## src/rtl/logic_result_fifo_if.sv

```systemverilog
// Handshake bundle for the AND/NAND result FIFO: operand input side and result output side.
// The master drives operands and out_ready. The slave (the FIFO) drives results and status.
interface logic_result_fifo_if #(
    parameter int WIDTH = 4,
    parameter int DEPTH = 4,
    parameter int CNTW  = 8
);
    logic                       in_valid;
    logic                       in_ready;
    logic [WIDTH-1:0]           a;
    logic [WIDTH-1:0]           b;
    logic                       select;
    logic                       out_valid;
    logic                       out_ready;
    logic [WIDTH-1:0]           out_data;
    logic                       out_sel;
    logic [$clog2(DEPTH):0]     level;
    logic [CNTW-1:0]            delivered;

    modport master (
        output in_valid, a, b, select, out_ready,
        input  in_ready, out_valid, out_data, out_sel, level, delivered
    );

    modport slave (
        input  in_valid, a, b, select, out_ready,
        output in_ready, out_valid, out_data, out_sel, level, delivered
    );
endinterface

```

## src/rtl/logic_result_fifo.sv

```systemverilog
// Registered consumer stage for the AND/NAND gate unit.
// It computes the gate result on push and buffers {select,result} in a show-ahead FIFO.
module logic_result_fifo #(
    parameter int WIDTH = 4,
    parameter int DEPTH = 4,
    parameter int CNTW  = 8
) (
    input  logic                 clk,
    input  logic                 rst_n,
    logic_result_fifo_if.slave   bus
);
    localparam int PW = $clog2(DEPTH);
    localparam int LW = PW + 1;

    typedef enum logic [1:0] {S_EMPTY, S_PARTIAL, S_FULL} state_t;

    state_t           r_state;
    state_t           w_state_nxt;
    logic [WIDTH:0]   r_mem [DEPTH];
    logic [PW-1:0]    r_wr_ptr;
    logic [PW-1:0]    r_rd_ptr;
    logic [LW-1:0]    r_level;
    logic [CNTW-1:0]  r_delivered;

    logic             w_push;
    logic             w_pop;
    logic [WIDTH-1:0] w_and;
    logic [WIDTH-1:0] w_result;

    assign w_and    = bus.a & bus.b;
    assign w_result = bus.select ? ~w_and : w_and;
    assign w_push   = bus.in_valid & (r_state != S_FULL);
    assign w_pop    = bus.out_ready & (r_state != S_EMPTY);

    assign bus.in_ready  = (r_state != S_FULL);
    assign bus.out_valid = (r_state != S_EMPTY);
    assign bus.out_data  = r_mem[r_rd_ptr][WIDTH-1:0];
    assign bus.out_sel   = r_mem[r_rd_ptr][WIDTH];
    assign bus.level     = r_level;
    assign bus.delivered = r_delivered;

    always_comb begin
        w_state_nxt = r_state;
        unique case (r_state)
            S_EMPTY: if (w_push) w_state_nxt = S_PARTIAL;
            S_PARTIAL: begin
                if (w_push && !w_pop && r_level == LW'(DEPTH - 1))
                    w_state_nxt = S_FULL;
                else if (w_pop && !w_push && r_level == LW'(1))
                    w_state_nxt = S_EMPTY;
            end
            S_FULL: if (w_pop) w_state_nxt = S_PARTIAL;
            default: w_state_nxt = S_EMPTY;
        endcase
    end

    // Storage is cleared on reset so the head reads as zero before the first push.
    always_ff @(posedge clk or negedge rst_n) begin
        if (!rst_n) begin
            r_state     <= S_EMPTY;
            r_wr_ptr    <= '0;
            r_rd_ptr    <= '0;
            r_level     <= '0;
            r_delivered <= '0;
            for (int unsigned i = 0; i < DEPTH; i++) r_mem[i] <= '0;
        end else begin
            r_state <= w_state_nxt;
            if (w_push) begin
                r_mem[r_wr_ptr] <= {bus.select, w_result};
                r_wr_ptr        <= r_wr_ptr + PW'(1);
            end
            if (w_pop) begin
                r_rd_ptr    <= r_rd_ptr + PW'(1);
                r_delivered <= r_delivered + CNTW'(1);
            end
            if (w_push && !w_pop)      r_level <= r_level + LW'(1);
            else if (w_pop && !w_push) r_level <= r_level - LW'(1);
        end
    end
endmodule

```

## src/flat_wrapper.sv

```systemverilog
// flat-port wrapper written by rule: the top's interface ports become plain ports
module logic_result_fifo_flat 
#(
    parameter int WIDTH = 4,
    parameter int DEPTH = 4,
    parameter int CNTW  = 8
)
  (clk, rst_n, bus_in_valid, bus_a, bus_b, bus_select, bus_out_ready, bus_in_ready, bus_out_valid, bus_out_data, bus_out_sel, bus_level, bus_delivered);
  logic_result_fifo_if #(.WIDTH(WIDTH), .DEPTH(DEPTH), .CNTW(CNTW)) bus_i ();
  input  logic clk;
  input  logic rst_n;
  input wire logic [$bits(bus_i.in_valid)-1:0] bus_in_valid;
  input wire logic [$bits(bus_i.a)-1:0] bus_a;
  input wire logic [$bits(bus_i.b)-1:0] bus_b;
  input wire logic [$bits(bus_i.select)-1:0] bus_select;
  input wire logic [$bits(bus_i.out_ready)-1:0] bus_out_ready;
  output wire logic [$bits(bus_i.in_ready)-1:0] bus_in_ready;
  output wire logic [$bits(bus_i.out_valid)-1:0] bus_out_valid;
  output wire logic [$bits(bus_i.out_data)-1:0] bus_out_data;
  output wire logic [$bits(bus_i.out_sel)-1:0] bus_out_sel;
  output wire logic [$bits(bus_i.level)-1:0] bus_level;
  output wire logic [$bits(bus_i.delivered)-1:0] bus_delivered;
  assign bus_i.in_valid = bus_in_valid;
  assign bus_i.a = bus_a;
  assign bus_i.b = bus_b;
  assign bus_i.select = bus_select;
  assign bus_i.out_ready = bus_out_ready;
  assign bus_in_ready = bus_i.in_ready;
  assign bus_out_valid = bus_i.out_valid;
  assign bus_out_data = bus_i.out_data;
  assign bus_out_sel = bus_i.out_sel;
  assign bus_level = bus_i.level;
  assign bus_delivered = bus_i.delivered;
  logic_result_fifo #(.WIDTH(WIDTH), .DEPTH(DEPTH), .CNTW(CNTW)) u_core (.clk(clk), .rst_n(rst_n), .bus(bus_i));
endmodule
```

## config.mk

```make
export PLATFORM = sky130hd
export DESIGN_NAME = logic_result_fifo_flat
export DESIGN_NICKNAME = d
export VERILOG_FILES = /design/src/rtl/logic_result_fifo_if.sv /design/src/rtl/logic_result_fifo.sv /design/src/flat_wrapper.sv
export SDC_FILE = /design/constraint.sdc
export NUM_CORES = 1
export LEC_CHECK = 0
export BUFFER_PORTS_ARGS = -buffer_cell sky130_fd_sc_hd__buf_4
export CAP_MARGIN = 10
export CORE_ASPECT_RATIO = 1.1
export CORE_MARGIN = 4
export CORE_UTILIZATION = 45
export CTS_BUF_LIST = sky130_fd_sc_hd__clkbuf_2
export CTS_CLUSTER_DIAMETER = 40
export DETAILED_ROUTE_END_ITERATION = 8
export HOLD_SLACK_MARGIN = 0.15
export MAX_ROUTING_LAYER = met4
export PLACE_DENSITY = 0.66
export SKIP_CTS_REPAIR_TIMING = 1
export SYNTH_ARGS = -nofsm -noshare
export SYNTH_HDL_FRONTEND = slang
export SYNTH_SLANG_ARGS = --single-unit
```

## constraint.sdc

```tcl
create_clock -name clk -period 4.4 [get_ports clk]
set_input_delay 0.88 -clock clk [delete_from_list [all_inputs] [get_ports clk]]
set_output_delay 0.88 -clock clk [all_outputs]
set_load 0.02 [all_outputs]
```

# After elaboration in Yosys (flattened, before gate mapping)
# Cells that the tools add are included.
# word_totals
ff_bits	37
in_bits	13
out_inout_bits	18
wordCells	56
# classes
n_addsub	5
n_lt_le_gt_ge	3
eq_ne	8
muxes	14
n_bitwise	6
n_reduce_logical	11
# ops
cell	count
bitwise mux 20 bit	1
2-to-1 mux 5 bit	3
binary-select mux 5 bit (select 2 bit)	1
demux 5 bit (select 2 bit)	1
adder 8 x 1 -> 8 bit, second input constant	1
2-to-1 mux 2 bit	4
greater-or-equal comparator 3 bit, second input constant	2
2-to-1 mux 3 bit	2
NOT 2 -> 3 bit	2
case mux 2 bit (3 select lines)	1
logical AND 1 bit	5
adder 2 x 1 -> 2 bit, second input constant	2
bitwise AND 4 bit	1
2-to-1 mux 4 bit	1
inequality test 2 x 1 -> 1 bit, second input constant	2
NOT 4 bit	1
nonzero test 2 bit	2
adder 3 x 1 -> 3 bit, second input constant	1
equality test 3 x 1 -> 1 bit, second input constant	1
equality test 3 x 2 -> 1 bit, second input constant	1
< comparator 3 x 1 -> 1 bit, second input constant	1
inequality test 3 x 1 -> 1 bit, second input constant	1
AND reduction 3 bit	1
subtractor 3 x 1 -> 3 bit, second input constant	1
6 further kinds	8

# Logic depth before layout (Yosys ltp)
# logic_depth
ltp_word	8
mapped_depth	8
mapped_depth_nobuf	7

# Worst setup path before layout
# OpenSTA, ideal clock, no wires.
# synth_timing
path_kind	reg2out
from	reg u_core.r_rd_ptr[0]
to	out bus_out_data[0]
t_arrival_ps	1089
path_slack_ps	2431
path_stages_with_launch	3
path_cell_list	dfrtp_1 > buf_2 > mux4_2
# synth_between
elab_chain_cells	4
# synth_rtl
element	line_no	text
start: declaration	logic_result_fifo.sv:21	logic [PW-1:0] r_rd_ptr;
start signal: assignment	logic_result_fifo.sv:73	r_rd_ptr <= r_rd_ptr + PW'(1);
NOT 2 -> 3 bit (not written as such)	logic_result_fifo.sv:37	assign bus.out_data = r_mem[r_rd_ptr][WIDTH-1:0];
binary-select mux 5 bit (select 2 bit)	logic_result_fifo.sv:37	
2-to-1 mux 5 bit (not written as such) (2 in a row)	logic_result_fifo.sv:37	
end: declaration	flat_wrapper.sv:19	output wire logic [$bits(bus_i.out_data)-1:0] bus_out_data;
# Every way passes these cells. The select of a mux whose other input is x is not followed.

# Worst setup path in the final report
# layout_timing
from	reg u_core.r_rd_ptr[0]
to	out bus_out_data[1]
# The elaborated chain is that of the path after synthesis.

==> run metrics <==
minimum clock period 2.610 ns; wirelength, routed 3392 um; R2R cell count 7; Gate power share 0.479; core area 3994 sq um; P_leak 1.015 nW; CP Capture Type output pin; number of flops mapped to enable cells by yosys 0; Net Sw Power 0.5895 mW; area occupied by multi-input gates around 910 sq um; CTS tree yes; CTS root buf clkbuf_2; Die Footprint 5291 sq um; crit-path cells mux4_2 -> buf_4; 1st-pass router iterations 4; Area after DPL 2152 sq um; HP Class input pin to asynchronous set/reset pin; fin crit share 0.5932; # Max-Cap Violations 0; largest net degree at the start of global routing 38; final layout net count 199; most frequent cell after synthesis dfrtp_1; Pwr Total about 1.5 mW; Fin Setup TNS 0 ns; outcome complete, no violations; via count of the first global-routing pass 1220; Inserted Clock Buffers 5; fill count 350; RSZ-0062 raised after global routing no; CP arrival 1.73 ns; Main synth FF type dfrtp_1; Worst Setup SP u_core.r_rd_ptr[0]; Post-DRT Antenna Nets 0; slowest stage delay, CP 0.63 ns; Synth Net Count 166; fmax between 300 and 400 MHz; Initial Utilization 0.4721; worst ir drop on vdd 0.3304 mV; row count 24; Worst-Margin Slew 0.5762 ns; dominant cells by area after synthesis dfrtp_1 49%, mux2_1 10%, ha_1 7.3%; Critical R2R Capture u_core.r_state[0]; Int Pwr 0.9331 mW; Yosys reg bits 37; Die Span Y around 76 um; Sequential Power Share 0.423; I/O pins 31; crit path kind flip-flop to output pin; Post-Syn Instances 142; Clock power frac 0.098; Clock Skew around 0.013 ns; CTS H-tree lvls 2; share of the synthesized area in the top cell type 0.4910; placer congestion estimate 0.8006; DP Wirelength 2638 um; CP Max Fanout 7; sequential cell area around 900 sq um; initial antenna violation count 0; first-pass GRT wire length 5740 um; Yosys top cell by area dfrtp_1; Post-synth top cells 37 x dfrtp_1, 17 x mux2_1, 13 x xnor2_1, 12 x nand2_1, 11 x ha_1; end of the critical path bus_out_data[1]; fin area 2192 sq um; final hold viol count 0; FF-to-FF setup slack 2.50 ns; synthesized area 1886 sq um; Worst slew margin 0.6158; layout cells sized above 1 0.3125; vias per cell 4.982; Post-synth ARST share 1.000; Synth warnings 0; Max Root-Sink Buffers 2; vias 1136; switch share 0.3872; diodes inserted 0; register area share after synthesis 0.4910; Final Max Tran Viols 0; Overall Global Routing Usage 0.1459; DRC 0; GRT Residual Overflow 0; power density of the placed cells between 600 and 700 nW/um^2; FF-to-FF Start u_core.r_state[0]; Clock Pin Slew Worst Setup and Hold Paths 0.18 ns; Area growth syn-to-layout 16.26%; PortBufs 30; syn avg cell area roughly 13 sq um; Iteration-0 DRC Markers 58; Die W 69.72 um; startpoint types flip-flop; routed len/inst 14.88 um; setup violators final 0; CP max-delay cell dfrtp_1; worst skew pair latency between 0.3 and 0.4 ns; clk sinks 37; WP data required 3.52 ns; post-synth cell types 31
-- stage by stage --
| step | setup slack [ns] | utilization | hold slack (ns) | instances |
|---|---|---|---|---|
| 6_report | 1.790 | 0.5489 | 0.4240 | 228 |
| 5_1_grt | 1.652 | 0.5489 | 0.4133 | 228 |
| 4_1_cts | 1.738 | 0.5489 | 0.4278 | 228 |
| 3_5_place_dp | 2.186 | 0.5388 | 0.4711 | 220 |
| 3_3_place_gp | 2.225 | 0.5388 | 0.4637 | 220 |
| 2_1_floorplan | 2.431 | - | 0.4587 | 142 |
-- logic make-up after synthesis --
logic type               Yosys count  share of synthesized area
multiplexers                      26                     0.1931
AO/OA/AOI/OAI                      8                    0.02521
flip-flops                        37                     0.4910
AND/OR/NAND/NOR                   33                     0.1168
buffers and inverters             11                    0.02653
XOR/XNOR                          16                    0.07432
adder cells (fa/ha/maj)           11                    0.07299
-- power by group through the flow --
stage	clock network, mW	registers [mW]	logic, mW
after detailed placement	0	0.657	0.743
after floorplan	0	0.641	0.496
after global placement	0	0.643	0.711
after global routing	0.175	0.673	0.793
final	0.149	0.644	0.729
after CTS	0.157	0.648	0.743
-- cell type report --
cell class / count / share of cell area
flip-flops and latches: 37 / 0.4224
repair buffers: 30 / 0.1027
well taps: 52 / 0.02968
multi-input cells: 94 / 0.4150
inverters: 7 / 0.01199
clock buffers: 8 / 0.01826
-- layout by cell type, fill, tap and decap left out, types with 2 or more instances in the layout --
cell type | synthesis | routed
mux4_2 | 5 | 5
dfrtp_1 | 37 | 37
nand2_1 | 12 | 12
clkbuf_2 | 0 | 8
ha_1 | 11 | 11
nand3_1 | 3 | 3
inv_1 | 6 | 6
nand3_4 | 4 | 4
buf_4 | 0 | 30
nand4_1 | 2 | 2
o22ai_1 | 2 | 2
o21ai_0 | 3 | 3
nor2b_1 | 2 | 2
mux2_4 | 4 | 4
nor2_1 | 3 | 3
mux2_1 | 17 | 17
xnor2_1 | 13 | 13
xor2_1 | 3 | 3
-- metal layers --
layer,track usage,vias up,share of wire
met5,-,-,0
met4,0.04468,0,0.013
met3,0.04354,5,0.038
met2,0.2574,20,0.53
met1,0.1626,558,0.42
li1,-,553,-
-- sequential cells by signal, summed over array words and instances, names as in the netlist --
signal and cells:
u_core.bus.level 3, u_core.r_rd_ptr 2, u_core.r_mem 20, u_core.r_wr_ptr 2
u_core.bus.delivered 8, u_core.r_state 2
-- worst min path at each step --
stage               depth (start not counted)                      end                    start  slack [ns]
floorplan                                   1          u_core.r_mem[5]          u_core.r_mem[5]        0.46
global route                                1         u_core.r_mem[15]                    rst_n        0.41
finish                                      1         u_core.r_mem[15]                    rst_n        0.42
global placement                            1  u_core.bus.delivered[7]  u_core.bus.delivered[7]        0.46
CTS                                         1         u_core.r_mem[15]                    rst_n        0.43
detailed placement                          1  u_core.bus.delivered[7]  u_core.bus.delivered[7]        0.47
-- critical path, delay by kind of cell (launching register included) --
family / cells / cell delay [ns]
muxes: 1 / 0.57
buffers and inverters: 1 / 0.17
DFF: 1 / 0.63
Note: power is estimated with default switching activity, not from simulation.
